File: src/rtl/wash_cycle_ctrl_pkg.sv
// Shared definitions for the washer/dryer phase sequencer: state codes,
// status-LED bit positions, default phase lengths and small decode helpers.
// Optional feature macro used by the top level: DONE_CHIME_EN.
package wash_cycle_ctrl_pkg;

    // State codes are visible on the PHASE output, so the encoding is fixed.
    typedef enum logic [2:0] {
        ST_IDLE  = 3'd0,
        ST_FILL  = 3'd1,
        ST_WASH  = 3'd2,
        ST_RINSE = 3'd3,
        ST_SPIN  = 3'd4,
        ST_DRY   = 3'd5,
        ST_DONE  = 3'd6,
        ST_PAUSE = 3'd7
    } state_e;

    // Status LED bit positions.
    localparam int LED_FILL  = 0;
    localparam int LED_WASH  = 1;
    localparam int LED_RINSE = 2;
    localparam int LED_SPIN  = 3;
    localparam int LED_DRY   = 4;
    localparam int LED_DONE  = 5;
    localparam int LED_LOCK  = 6;
    localparam int LED_PAUSE = 7;

    // Default phase lengths in minutes (legal range 1..15).
    localparam logic [3:0] DEF_FILL_MIN  = 4'd1;
    localparam logic [3:0] DEF_WASH_MIN  = 4'd4;
    localparam logic [3:0] DEF_RINSE_MIN = 4'd2;
    localparam logic [3:0] DEF_SPIN_MIN  = 4'd1;
    localparam logic [3:0] DEF_DRY_MIN   = 4'd5;

    // True for the phases that consume minutes and keep the door locked.
    function automatic logic is_timed(input state_e s);
        logic timed;
        case (s)
            ST_FILL, ST_WASH, ST_RINSE, ST_SPIN, ST_DRY: timed = 1'b1;
            default:                                     timed = 1'b0;
        endcase
        return timed;
    endfunction

    // Phase that follows a completed timed phase (extra rinse handled by caller).
    function automatic state_e next_phase(input state_e s);
        state_e nxt;
        case (s)
            ST_FILL:  nxt = ST_WASH;
            ST_WASH:  nxt = ST_RINSE;
            ST_RINSE: nxt = ST_SPIN;
            ST_SPIN:  nxt = ST_DONE;
            ST_DRY:   nxt = ST_DONE;
            default:  nxt = ST_IDLE;
        endcase
        return nxt;
    endfunction

    // Status LED image for a given state: one-hot phase, lock and pause bits.
    function automatic logic [15:0] led_pattern(input state_e s);
        logic [15:0] led;
        led = 16'h0000;
        case (s)
            ST_FILL:  led[LED_FILL]  = 1'b1;
            ST_WASH:  led[LED_WASH]  = 1'b1;
            ST_RINSE: led[LED_RINSE] = 1'b1;
            ST_SPIN:  led[LED_SPIN]  = 1'b1;
            ST_DRY:   led[LED_DRY]   = 1'b1;
            ST_DONE:  led[LED_DONE]  = 1'b1;
            ST_PAUSE: led[LED_PAUSE] = 1'b1;
            default:  led            = 16'h0000;
        endcase
        if (is_timed(s)) begin
            led[LED_LOCK] = 1'b1;
        end else begin
            led[LED_LOCK] = 1'b0;
        end
        return led;
    endfunction

endpackage

File: src/rtl/wash_cycle_ctrl_if.sv
// Signal bundle between the timer/panel side and the phase sequencer.
// The master side drives minute clock, credit, switches and buttons;
// the slave side (the sequencer) drives lock, run gate and status.
interface wash_cycle_ctrl_if;

    logic        SLWCLK;
    logic [11:0] VALUE;
    logic [5:0]  SW;
    logic        START;
    logic        DOOR_OPEN;
    logic        RUN;
    logic        LOCK;
    logic        DONE;
    logic [2:0]  PHASE;
    logic [15:0] LED;
    logic        CHIME;

    modport master (
        output SLWCLK, VALUE, SW, START, DOOR_OPEN,
        input  RUN, LOCK, DONE, PHASE, LED, CHIME
    );

    modport slave (
        input  SLWCLK, VALUE, SW, START, DOOR_OPEN,
        output RUN, LOCK, DONE, PHASE, LED, CHIME
    );

endinterface

File: src/rtl/wash_cycle_ctrl_edge_sync.sv
// Two-flop synchronizer followed by a registered rising-edge detector.
// The one-cycle pulse appears three clocks after the input rises.
module edge_sync (
    input  logic clk,
    input  logic rst,
    input  logic din,
    output logic pulse
);

    logic meta_r;
    logic sync_r;
    logic prev_r;
    logic pulse_r;

    // Synchronize the input and register a pulse on its rising edge.
    always_ff @(posedge clk) begin
        if (rst) begin
            meta_r  <= 1'b0;
            sync_r  <= 1'b0;
            prev_r  <= 1'b0;
            pulse_r <= 1'b0;
        end else begin
            meta_r  <= din;
            sync_r  <= meta_r;
            prev_r  <= sync_r;
            pulse_r <= sync_r & ~prev_r;
        end
    end

    assign pulse = pulse_r;

endmodule

File: src/rtl/wash_cycle_ctrl.sv
// Washer/dryer phase sequencer. Counts minute ticks from the timer stage
// and steps FILL->WASH->RINSE(->RINSE)->SPIN->DONE, or DRY->DONE, while
// driving the door lock, the RUN gate back to the countdown and status LEDs.
// Optional feature: define DONE_CHIME_EN to enable the end-of-cycle chime;
// without it CHIME is held low but the pin remains.
module wash_cycle_ctrl
    import wash_cycle_ctrl_pkg::*;
#(
    parameter logic [3:0] FILL_MIN  = DEF_FILL_MIN,
    parameter logic [3:0] WASH_MIN  = DEF_WASH_MIN,
    parameter logic [3:0] RINSE_MIN = DEF_RINSE_MIN,
    parameter logic [3:0] SPIN_MIN  = DEF_SPIN_MIN,
    parameter logic [3:0] DRY_MIN   = DEF_DRY_MIN
) (
    input  logic             CLK100MHZ,
    input  logic             RST,
    wash_cycle_ctrl_if.slave bus
);

    // Synchronized event pulses.
    logic tick_s;
    logic start_s;
    logic door_rise_s;
    logic door_fall_s;
    logic door_lvl_s;
    logic credit_s;

    // FSM state and datapath registers.
    state_e     state_r;
    state_e     state_nxt_s;
    state_e     saved_r;
    state_e     saved_nxt_s;
    logic [3:0] cnt_r;
    logic [3:0] cnt_nxt_s;
    logic [3:0] cnt_inc_s;
    logic [3:0] phase_len_s;
    logic       extra_r;
    logic       extra_nxt_s;
    logic       pass_r;
    logic       pass_nxt_s;
    logic       door_r;

    // Registered outputs.
    logic        run_r;
    logic        lock_r;
    logic        done_r;
    logic [15:0] led_r;

    edge_sync u_tick_sync (
        .clk   (CLK100MHZ),
        .rst   (RST),
        .din   (bus.SLWCLK),
        .pulse (tick_s)
    );

    edge_sync u_start_sync (
        .clk   (CLK100MHZ),
        .rst   (RST),
        .din   (bus.START),
        .pulse (start_s)
    );

    edge_sync u_door_open_sync (
        .clk   (CLK100MHZ),
        .rst   (RST),
        .din   (bus.DOOR_OPEN),
        .pulse (door_rise_s)
    );

    // The closing edge goes through its own synchronizer so the reconstructed
    // door level has exactly the same latency as the tick and start pulses.
    edge_sync u_door_close_sync (
        .clk   (CLK100MHZ),
        .rst   (RST),
        .din   (~bus.DOOR_OPEN),
        .pulse (door_fall_s)
    );

    // Track the synchronized door level from its open/close edge pulses.
    always_ff @(posedge CLK100MHZ) begin
        if (RST) begin
            door_r <= 1'b0;
        end else if (door_rise_s) begin
            door_r <= 1'b1;
        end else if (door_fall_s) begin
            door_r <= 1'b0;
        end else begin
            door_r <= door_r;
        end
    end

    // Door level in the same cycle as the edge pulse, so a tick arriving
    // together with the door opening is discarded rather than counted.
    assign door_lvl_s = door_rise_s | (door_r & ~door_fall_s);
    assign credit_s   = (bus.VALUE != 12'h000);
    assign cnt_inc_s  = cnt_r + 4'd1;

    // Select the length of the phase currently being timed.
    always_comb begin
        phase_len_s = 4'd1;
        case (state_r)
            ST_FILL:  phase_len_s = FILL_MIN;
            ST_WASH:  phase_len_s = WASH_MIN;
            ST_RINSE: phase_len_s = RINSE_MIN;
            ST_SPIN:  phase_len_s = SPIN_MIN;
            ST_DRY:   phase_len_s = DRY_MIN;
            default:  phase_len_s = 4'd1;
        endcase
    end

    // Next-state and datapath update logic.
    always_comb begin
        state_nxt_s = state_r;
        saved_nxt_s = saved_r;
        cnt_nxt_s   = cnt_r;
        extra_nxt_s = extra_r;
        pass_nxt_s  = pass_r;
        case (state_r)
            ST_IDLE: begin
                cnt_nxt_s = 4'd0;
                if (start_s && !door_lvl_s && credit_s) begin
                    pass_nxt_s  = 1'b0;
                    extra_nxt_s = bus.SW[1];
                    if (bus.SW[0]) begin
                        state_nxt_s = ST_DRY;
                    end else begin
                        state_nxt_s = ST_FILL;
                    end
                end else begin
                    state_nxt_s = ST_IDLE;
                end
            end
            ST_FILL, ST_WASH, ST_RINSE, ST_SPIN, ST_DRY: begin
                // Credit exhaustion overrides everything, then the door,
                // then ordinary minute counting.
                if (!credit_s) begin
                    state_nxt_s = ST_DONE;
                    cnt_nxt_s   = 4'd0;
                end else if (door_lvl_s) begin
                    state_nxt_s = ST_PAUSE;
                    saved_nxt_s = state_r;
                end else if (tick_s) begin
                    if (cnt_inc_s >= phase_len_s) begin
                        cnt_nxt_s = 4'd0;
                        if ((state_r == ST_RINSE) && extra_r && !pass_r) begin
                            state_nxt_s = ST_RINSE;
                            pass_nxt_s  = 1'b1;
                        end else begin
                            state_nxt_s = next_phase(state_r);
                        end
                    end else begin
                        cnt_nxt_s = cnt_inc_s;
                    end
                end else begin
                    state_nxt_s = state_r;
                end
            end
            ST_PAUSE: begin
                // Counter and rinse flag are held; resume where we left off.
                if (start_s && !door_lvl_s) begin
                    state_nxt_s = saved_r;
                end else begin
                    state_nxt_s = ST_PAUSE;
                end
            end
            ST_DONE: begin
                cnt_nxt_s = 4'd0;
                if (door_rise_s || start_s) begin
                    state_nxt_s = ST_IDLE;
                end else begin
                    state_nxt_s = ST_DONE;
                end
            end
            default: begin
                state_nxt_s = ST_IDLE;
                cnt_nxt_s   = 4'd0;
            end
        endcase
    end

    // State, phase counter, rinse flags and saved-phase registers.
    always_ff @(posedge CLK100MHZ) begin
        if (RST) begin
            state_r <= ST_IDLE;
            saved_r <= ST_IDLE;
            cnt_r   <= 4'd0;
            extra_r <= 1'b0;
            pass_r  <= 1'b0;
        end else begin
            state_r <= state_nxt_s;
            saved_r <= saved_nxt_s;
            cnt_r   <= cnt_nxt_s;
            extra_r <= extra_nxt_s;
            pass_r  <= pass_nxt_s;
        end
    end

    // Outputs are decoded from the next state so they change with the state.
    always_ff @(posedge CLK100MHZ) begin
        if (RST) begin
            run_r  <= 1'b0;
            lock_r <= 1'b0;
            done_r <= 1'b0;
            led_r  <= 16'h0000;
        end else begin
            run_r  <= is_timed(state_nxt_s);
            lock_r <= is_timed(state_nxt_s);
            done_r <= (state_nxt_s == ST_DONE);
            led_r  <= led_pattern(state_nxt_s);
        end
    end

    assign bus.RUN   = run_r;
    assign bus.LOCK  = lock_r;
    assign bus.DONE  = done_r;
    assign bus.PHASE = state_r;
    assign bus.LED   = led_r;

`ifdef DONE_CHIME_EN
    logic       chime_r;
    logic [1:0] chime_cnt_r;

    // Chime: high on DONE entry, toggles per tick, silenced after three ticks.
    always_ff @(posedge CLK100MHZ) begin
        if (RST) begin
            chime_r     <= 1'b0;
            chime_cnt_r <= 2'd0;
        end else if ((state_nxt_s == ST_DONE) && (state_r != ST_DONE)) begin
            chime_r     <= 1'b1;
            chime_cnt_r <= 2'd0;
        end else if (state_nxt_s != ST_DONE) begin
            chime_r     <= 1'b0;
            chime_cnt_r <= 2'd0;
        end else if (tick_s) begin
            if (chime_cnt_r < 2'd2) begin
                chime_r     <= ~chime_r;
                chime_cnt_r <= chime_cnt_r + 2'd1;
            end else begin
                chime_r     <= 1'b0;
                chime_cnt_r <= 2'd3;
            end
        end else begin
            chime_r     <= chime_r;
            chime_cnt_r <= chime_cnt_r;
        end
    end

    assign bus.CHIME = chime_r;
`else
    assign bus.CHIME = 1'b0;
`endif

endmodule
File: src/flat_wrapper.sv
// flat-port wrapper written by rule: the top's interface ports become plain ports
module wash_cycle_ctrl_flat import wash_cycle_ctrl_pkg::*;
#(
    parameter logic [3:0] FILL_MIN  = DEF_FILL_MIN,
    parameter logic [3:0] WASH_MIN  = DEF_WASH_MIN,
    parameter logic [3:0] RINSE_MIN = DEF_RINSE_MIN,
    parameter logic [3:0] SPIN_MIN  = DEF_SPIN_MIN,
    parameter logic [3:0] DRY_MIN   = DEF_DRY_MIN
)
  (CLK100MHZ, RST, bus_SLWCLK, bus_VALUE, bus_SW, bus_START, bus_DOOR_OPEN, bus_RUN, bus_LOCK, bus_DONE, bus_PHASE, bus_LED, bus_CHIME);
  wash_cycle_ctrl_if bus_i ();
  input  logic CLK100MHZ;
  input  logic RST;
  input wire logic [$bits(bus_i.SLWCLK)-1:0] bus_SLWCLK;
  input wire logic [$bits(bus_i.VALUE)-1:0] bus_VALUE;
  input wire logic [$bits(bus_i.SW)-1:0] bus_SW;
  input wire logic [$bits(bus_i.START)-1:0] bus_START;
  input wire logic [$bits(bus_i.DOOR_OPEN)-1:0] bus_DOOR_OPEN;
  output wire logic [$bits(bus_i.RUN)-1:0] bus_RUN;
  output wire logic [$bits(bus_i.LOCK)-1:0] bus_LOCK;
  output wire logic [$bits(bus_i.DONE)-1:0] bus_DONE;
  output wire logic [$bits(bus_i.PHASE)-1:0] bus_PHASE;
  output wire logic [$bits(bus_i.LED)-1:0] bus_LED;
  output wire logic [$bits(bus_i.CHIME)-1:0] bus_CHIME;
  assign bus_i.SLWCLK = bus_SLWCLK;
  assign bus_i.VALUE = bus_VALUE;
  assign bus_i.SW = bus_SW;
  assign bus_i.START = bus_START;
  assign bus_i.DOOR_OPEN = bus_DOOR_OPEN;
  assign bus_RUN = bus_i.RUN;
  assign bus_LOCK = bus_i.LOCK;
  assign bus_DONE = bus_i.DONE;
  assign bus_PHASE = bus_i.PHASE;
  assign bus_LED = bus_i.LED;
  assign bus_CHIME = bus_i.CHIME;
  wash_cycle_ctrl #(.FILL_MIN(FILL_MIN), .WASH_MIN(WASH_MIN), .RINSE_MIN(RINSE_MIN), .SPIN_MIN(SPIN_MIN), .DRY_MIN(DRY_MIN)) u_core (.CLK100MHZ(CLK100MHZ), .RST(RST), .bus(bus_i));
endmodule
File: config.mk
export PLATFORM = sky130hd
export DESIGN_NAME = wash_cycle_ctrl_flat
export DESIGN_NICKNAME = d
export VERILOG_FILES = /design/src/rtl/wash_cycle_ctrl_pkg.sv /design/src/rtl/wash_cycle_ctrl_if.sv /design/src/rtl/wash_cycle_ctrl_edge_sync.sv /design/src/rtl/wash_cycle_ctrl.sv /design/src/flat_wrapper.sv
export SDC_FILE = /design/constraint.sdc
export NUM_CORES = 1
export LEC_CHECK = 0
export CELL_PAD_IN_SITES_DETAIL_PLACEMENT = 0
export CELL_PAD_IN_SITES_GLOBAL_PLACEMENT = 1
export CORE_AREA = 2 2 73 75
export CTS_CLUSTER_SIZE = 28
export DETAILED_ROUTE_END_ITERATION = 12
export DIE_AREA = 0 0 75 77
export GPL_ROUTABILITY_DRIVEN = 0
export MAX_ROUTING_LAYER = met4
export PLACE_DENSITY_LB_ADDON = 0.1
export SYNTH_ARGS = -nofsm -noshare
export SYNTH_HDL_FRONTEND = slang
export SYNTH_HIERARCHICAL = 1
export SYNTH_SLANG_ARGS = --single-unit
File: constraint.sdc
create_clock -name CLK100MHZ -period 3.5 [get_ports CLK100MHZ]
set_clock_uncertainty 0.05 [all_clocks]
set_input_delay 0.525 -clock CLK100MHZ [delete_from_list [all_inputs] [get_ports CLK100MHZ]]
set_output_delay 0.525 -clock CLK100MHZ [all_outputs]
set_load 0.005 [all_outputs]
==> flow_metrics.py, run 1 <==
metrics = {
    "timing": {
        "finalHoldViolations": 0,
        "slew_headroom": 0.595,
        "maxSlewViolCount": 0,
        "fin_setup_tns_ns": 0,
        "finalCritPeriodShare": 0.803,
        "fmax_ghz": 0.356,
        "setup_slack_ns": 0.691,
        "rsz0062_at_grt": "no",
        "post-route-min-period_ns": 2.81,
        "setup_viol": 0,
        "worst_pin_slew_ns": 0.603,
    },
    "clock_tree": {
        "numClockSinks": 37,
        "holdBufCountCts": 0,
        "cts_tree": "done",
        "cts_max_path_buffers": 2,
        "h-tree-depth": 2,
        "cts_resized": 0,
        "root_buffer": "clkbuf_8",
        "cts-buffers-inserted": 5,
        "clkSlewWorstSetupHoldPaths_ns": 0.08,
        "post-cts-setup-buffers": 0,
        "clk_latency_ns": 0.29,
    },
    "global_routing": {
        "grt_pass1_vias": 1327,
        "grt_use_total": 0.145,
        "grt_pass1_wl_mm": 6.15,
        "grt-ovfl-total": 0,
        "antenna_found_initial": 0,
        "grt_start_max_net_pins": 32,
    },
    "die": {
        "initial_core_util": 0.352,
        "die-height_um": 77,
        "dieArea_um2": 5780,
        "rows": 26,
        "io_pins": 46,
        "die_w_um": 75,
        "core_um2": 4980,
    },
    "logic_synthesis": {
        "yosysTopAreaCell": "dfxtp_1",
        "synth_edf_count": 0,
        "ys_warn_count": 6,
        "yosysTopAreaCellShare": 0.423,
        "postSynthCellCount": 189,
        "ys_seq_area_frac": 0.423,
        "syn_area_um2": 1750,
        "synth_flop_cell": "dfxtp_1",
        "synthTopCellsByArea": "dfxtp_1, buf_4, nor2b_1",
        "synth_cell_type_count": 47,
        "synth.avg_cell_area_um2": 9.27,
        "synthArstFlopShare": 0,
        "synth-seq-cells": 37,
    },
    "finish": {
        "area_growth_pct": 24.6,
        "fin_nets": 245,
        "fin_area_um2": 2180,
        "drive_gt1_frac": 0.114,
        "final_core_util": 0.439,
        "n_antenna_cell": 0,
    },
    "pwr": {
        "cellPowerDensity_nw_per_um2": 415,
        "p_leak_nw": 0.858,
        "irDropWorstVdd_mv": 0.205,
    },
    "drt": {
        "first_pass_iters": 4,
        "drt-met1-wl_mm": 1.61,
        "wl_met3_um": 116,
        "route.met2.wl_mm": 1.94,
        "dr.first_iter.drc_count": 50,
        "wl_per_cell_um": 13.0,
        "vias": 1395,
        "via_per_inst": 4.83,
        "topRoutingLayerUsed": "met4",
        "ant_nets": 0,
        "drcViolationCount": 0,
        "drt_wl_total_mm": 3.76,
    },
    "setup_path": {
        "critPathTopFamily": "simple AND/OR/NAND/NOR gates",
        "cp_slowest_cell": "dfxtp_1",
        "worstPathRequired_ns": 3.65,
        "end_kind": "flop",
        "cp_common_cell": "nand2_1",
        "max_stage_delay_ns": 0.59,
        "path_max_fanout": 11,
        "cp.buffers_inverters": 0,
        "crit_chain": "nor2b_2 -> a21oi_1 -> ha_1 -> o21ai_0 -> o21ba_2 -> nand2_1 -> a311oi_1 -> nand2_1 -> nor4_1",
        "crit_arrival_ns": 2.96,
        "path_class": "reg -> reg",
        "start_kind": "flop",
    },
    "job": {
        "maxCapViolCount": 0,
    },
    "placed_design": {
        "dp_slack_ns": 0.731,
        "dpl.hpwl_mm": 2.77,
        "portBuffers": 32,
        "placed_cell_area_um2": 2060,
    },
    "worst_hold_path": {
        "hold_class": "reg -> reg",
    },
    "status": {
        "status": "complete, no violations",
    },
}
[worst paths after layout]
kind | startpoint | to | slack (ns) | cells after the start
setup reg to reg | u_core/bus.PHASE[2] | u_core/bus.LED[3] | 0.69 | 9
setup / recovery | u_core/bus.PHASE[2] | u_core/bus.LED[3] | 0.69 | 9
hold reg to reg | u_core/u_door_open_sync/prev_r | u_core/u_door_open_sync/pulse | 0.36 | 1
hold / removal | u_core/u_door_open_sync/prev_r | u_core/u_door_open_sync/pulse | 0.36 | 1
[metrics by stage]
stage / power, mW / hold WS [ns] / cells
floorplan: 0.497 / 0.337 / 197
global placement: 0.527 / 0.344 / 281
detailed placement: 0.529 / 0.348 / 281
CTS: 0.919 / 0.360 / 289
global route: 0.944 / 0.375 / 289
finish: 0.907 / 0.358 / 289
[synth_stat cells, drive strengths merged (4+ instances only)]
| library cell | n |
|---|---|
| nand2 | 6 |
| nor2 | 17 |
| nor4 | 8 |
| nor3 | 11 |
| buf | 17 |
| nor3b | 6 |
| nor2b | 15 |
| o21ai | 5 |
| dfxtp | 37 |
| ha | 4 |
| mux2i | 5 |
| a21oi | 7 |
| nand3 | 4 |
| inv | 8 |
[layout by cell type (no fill, tap or decap), types with 3 or more instances in the layout]
cell type,instances
dfxtp_1,37
clkdlybuf4s50_1,32
nor2_1,17
nor2b_1,12
nor3_1,11
conb_1,9
inv_1,8
nor4_1,7
clkbuf_8,6
a21oi_1,6
nand2_1,6
mux2i_1,5
nor3b_2,5
o21ai_0,5
nand3_1,4
ha_1,4
nand2b_1,3
[per-layer routing]
layer  up-vias  global-route usage
met2        27               0.228
met4         0              0.0732
li1        696                   -
met5         -                   -
met1       663               0.167
met3         9              0.0394
[report_power, final]
group          internal [mW]  switching, mW
clock                  0.232          0.157
combinational         0.0430         0.0368
sequential             0.431        0.00785
[sequential cells by signal, summed over array words and instances, names as in the netlist, 3 cells and up]
name              flops
u_core/bus.LED        8
u_core/cnt_r          4
u_core/bus.PHASE      3
u_core/saved_r        3
[area by class of cell]
class                      count  area (um^2)
multi-input combinational    132          871
inverter                       8         30.0
tap                           70         87.6
timing repair buffer          34          335
clock inverter                 2         37.5
clock buffer                   6         82.6
fill                         500         2790
sequential                    37          741
[kinds of logic after synthesis]
family	after synthesis	share of synthesized area
multiplexers	5	0.0286
flip-flops	37	0.423
adder cells (fa/ha/maj)	4	0.0286
buffers and inverters	28	0.0978
XOR/XNOR	3	0.0150
other	1	0.00214
AO/OA/AOI/OAI	30	0.123
AND/OR/NAND/NOR	81	0.283
No activity file was read; power rests on OpenSTA's default activity.
==> run 2: changes to the inputs <==
--- a/config.mk
+++ b/config.mk
@@ -7,10 +7,10 @@
 export LEC_CHECK = 0
 export CELL_PAD_IN_SITES_DETAIL_PLACEMENT = 0
 export CELL_PAD_IN_SITES_GLOBAL_PLACEMENT = 1
-export CORE_AREA = 2 2 73 75
+export CORE_AREA = 2 2 78 80
 export CTS_CLUSTER_SIZE = 28
 export DETAILED_ROUTE_END_ITERATION = 12
-export DIE_AREA = 0 0 75 77
+export DIE_AREA = 0 0 80 82
 export GPL_ROUTABILITY_DRIVEN = 0
 export MAX_ROUTING_LAYER = met4
 export PLACE_DENSITY_LB_ADDON = 0.1
==> constraint.sdc (replaced) <==
create_clock -name CLK100MHZ -period 2.3 [get_ports CLK100MHZ]
set_clock_uncertainty 0.05 [all_clocks]
set_input_delay 0.345 -clock CLK100MHZ [delete_from_list [all_inputs] [get_ports CLK100MHZ]]
set_output_delay 0.345 -clock CLK100MHZ [all_outputs]
set_load 0.005 [all_outputs]
==> flow_metrics.py, run 2 (synthesis gave the netlist of run 1 again) <==
metrics = {
    "status": {
        "status": "finished, violations left",
        "violations": "setup timing",
    },
    "finish": {
        "n_antenna_cell": 0,
        "multi_input_area_um2": 986,
        "final_cell_mix": "dfxtp_1, clkdlybuf4s50_1, buf_4, nor2_1, nor2b_1",
        "area_growth_pct": 42.7,
        "fin_area_um2": 2500,
        "final_core_util": 0.435,
        "fin_nets": 271,
        "nFillCells": 581,
        "regArea_um2": 746,
        "largest_reg_flops": 8,
        "final_common_cell": "dfxtp_1",
        "drive_gt1_frac": 0.302,
    },
    "timing": {
        "setup_viol": 1,
        "fmax_ghz": 0.429,
        "post-route-min-period_ns": 2.33,
        "slew_headroom": 0.649,
        "maxSlewViolCount": 0,
        "finalCritPeriodShare": 1.01,
        "setup_slack_ns": -0.0297,
        "rsz0062_at_grt": "yes",
        "worst_pin_slew_ns": 0.521,
        "fin_setup_tns_ns": -0.0297,
        "finalHoldViolations": 0,
    },
    "die": {
        "core_um2": 5750,
        "die-height_um": 82,
        "die_w_um": 80,
        "initial_core_util": 0.305,
        "rows": 28,
        "io_pins": 46,
        "dieArea_um2": 6560,
    },
    "global_routing": {
        "grt_start_max_net_pins": 25,
        "grt_use_total": 0.131,
        "grt_pass1_vias": 1390,
        "grt_pass1_wl_mm": 6.46,
        "grt-ovfl-total": 0,
        "use_met3": 0.0418,
        "met1_usage": 0.158,
        "busiest_layer": "met2",
        "antenna_found_initial": 0,
        "use_met2": 0.207,
    },
    "drt": {
        "drcViolationCount": 0,
        "drt_wl_total_mm": 3.92,
        "first_pass_iters": 4,
        "wl_per_cell_um": 12.3,
        "ant_nets": 0,
        "dr.first_iter.drc_count": 39,
        "vias": 1448,
        "via_per_inst": 4.53,
    },
    "clock_tree": {
        "holdBufCountCts": 0,
        "cts-buffers-inserted": 5,
        "numClockSinks": 37,
        "clkSlewWorstSetupHoldPaths_ns": 0.08,
        "cts_max_path_buffers": 2,
        "h-tree-depth": 2,
        "root_buffer": "clkbuf_8",
        "cts_tree": "done",
        "clk_latency_ns": 0.29,
    },
    "setup_path": {
        "end_kind": "flop",
        "crit_arrival_ns": 2.50,
        "worstPathRequired_ns": 2.47,
        "r2r_end": "u_core/cnt_r[2]",
        "rr_worst_depth": 8,
        "path_class": "reg -> reg",
        "path_max_fanout": 3,
        "r2r-start": "u_core/bus.PHASE[1]",
        "crit_end": "u_core/cnt_r[2]",
        "start_kind": "flop",
        "rrSetupSlack_ns": -0.03,
        "crit_start": "u_core/bus.PHASE[1]",
    },
    "job": {
        "maxCapViolCount": 0,
    },
    "worst_hold_path": {
        "hold_class": "reg -> reg",
        "hold_path_depth": 1,
    },
    "placed_design": {
        "placed_cell_area_um2": 2240,
        "portBuffers": 32,
        "dpl.hpwl_mm": 2.89,
    },
    "pwr": {
        "irDropWorstVdd_mv": 0.325,
        "finalPower_mw": 1.39,
        "p_leak_nw": 1.02,
        "cellPowerDensity_nw_per_um2": 554,
    },
}
-- run 2: changes by cell type in the layout (fill, tap and decap cells not counted), moves of 3 or more --
cell     before  now
buf_4         2   28
nor3_2        0    4
nand2_1       6    3
nor3_1       11    7
-- run 2: layout make-up --
cell class,instances,area share
clock buffer,5,0.0275
clock inverter,3,0.0185
inverter,8,0.0120
multi-input combinational,132,0.394
sequential,37,0.298
tap,75,0.0375
timing repair buffer,60,0.212
-- run 2: worst min path at each step --
stage                                                 to                       startpoint
after detailed placement       u_core/u_start_sync/pulse       u_core/u_start_sync/prev_r
final                          u_core/u_start_sync/pulse       u_core/u_start_sync/prev_r
after global placement         u_core/u_start_sync/pulse       u_core/u_start_sync/prev_r
after CTS                      u_core/u_start_sync/pulse       u_core/u_start_sync/prev_r
after floorplan           u_core/u_door_close_sync/pulse  u_core/u_door_close_sync/prev_r
after global routing           u_core/u_start_sync/pulse       u_core/u_start_sync/prev_r
-- run 2: critical path, stage by stage, from the launching register on --
cell      delay (ns)
dfxtp_4         0.36
nor2b_4         0.17
inv_2           0.06
ha_1            0.28
nor3b_2         0.24
o21bai_1        0.12
or4_4           0.43
or4_1           0.41
a21oi_1         0.14
-- run 2: timing repair --
item,in CTS,in global routing
pin swaps,5,3
gates resized for setup,12,18
setup buffers,4,0
setup endpoints to repair,12,14
-- run 2: where the power goes --
| part | switching [mW] | total, mW | leakage, nW | internal [mW] |
|---|---|---|---|---|
| Combinational | 0.0689 | 0.154 | 0.664 | 0.0849 |
| Clock | 0.245 | 0.569 | 0.0543 | 0.324 |
| Sequential | 0.00872 | 0.664 | 0.302 | 0.655 |
| Total | 0.322 | 1.39 | 1.02 | 1.06 |
-- run 2: routing by layer --
metal / up-vias / part of all wire
li1: 749 / -
met4: 0 / 0.014
met3: 6 / 0.060
met1: 660 / 0.46
met2: 33 / 0.47
met5: - / 0
-- run 2: through the flow --
step / std cells / setup WS, ns / hold WS (ns)
after global routing: 320 / -0.162 / 0.372
after CTS: 320 / -0.00518 / 0.355
after global placement: 308 / -0.139 / 0.344
after detailed placement: 308 / -0.125 / 0.343
after floorplan: 197 / 0.00147 / 0.337
final: 320 / -0.0297 / 0.353
==> run 3: changes to the inputs <==
--- a/config.mk
+++ b/config.mk
@@ -8,6 +8,7 @@
 export CELL_PAD_IN_SITES_DETAIL_PLACEMENT = 0
 export CELL_PAD_IN_SITES_GLOBAL_PLACEMENT = 1
 export CORE_AREA = 2 2 78 80
+export CTS_CLUSTER_DIAMETER = 200
 export CTS_CLUSTER_SIZE = 28
 export DETAILED_ROUTE_END_ITERATION = 12
 export DIE_AREA = 0 0 80 82
==> results of run 3 <==
The final DEF is identical to that of run 2; final timing and power are the same.
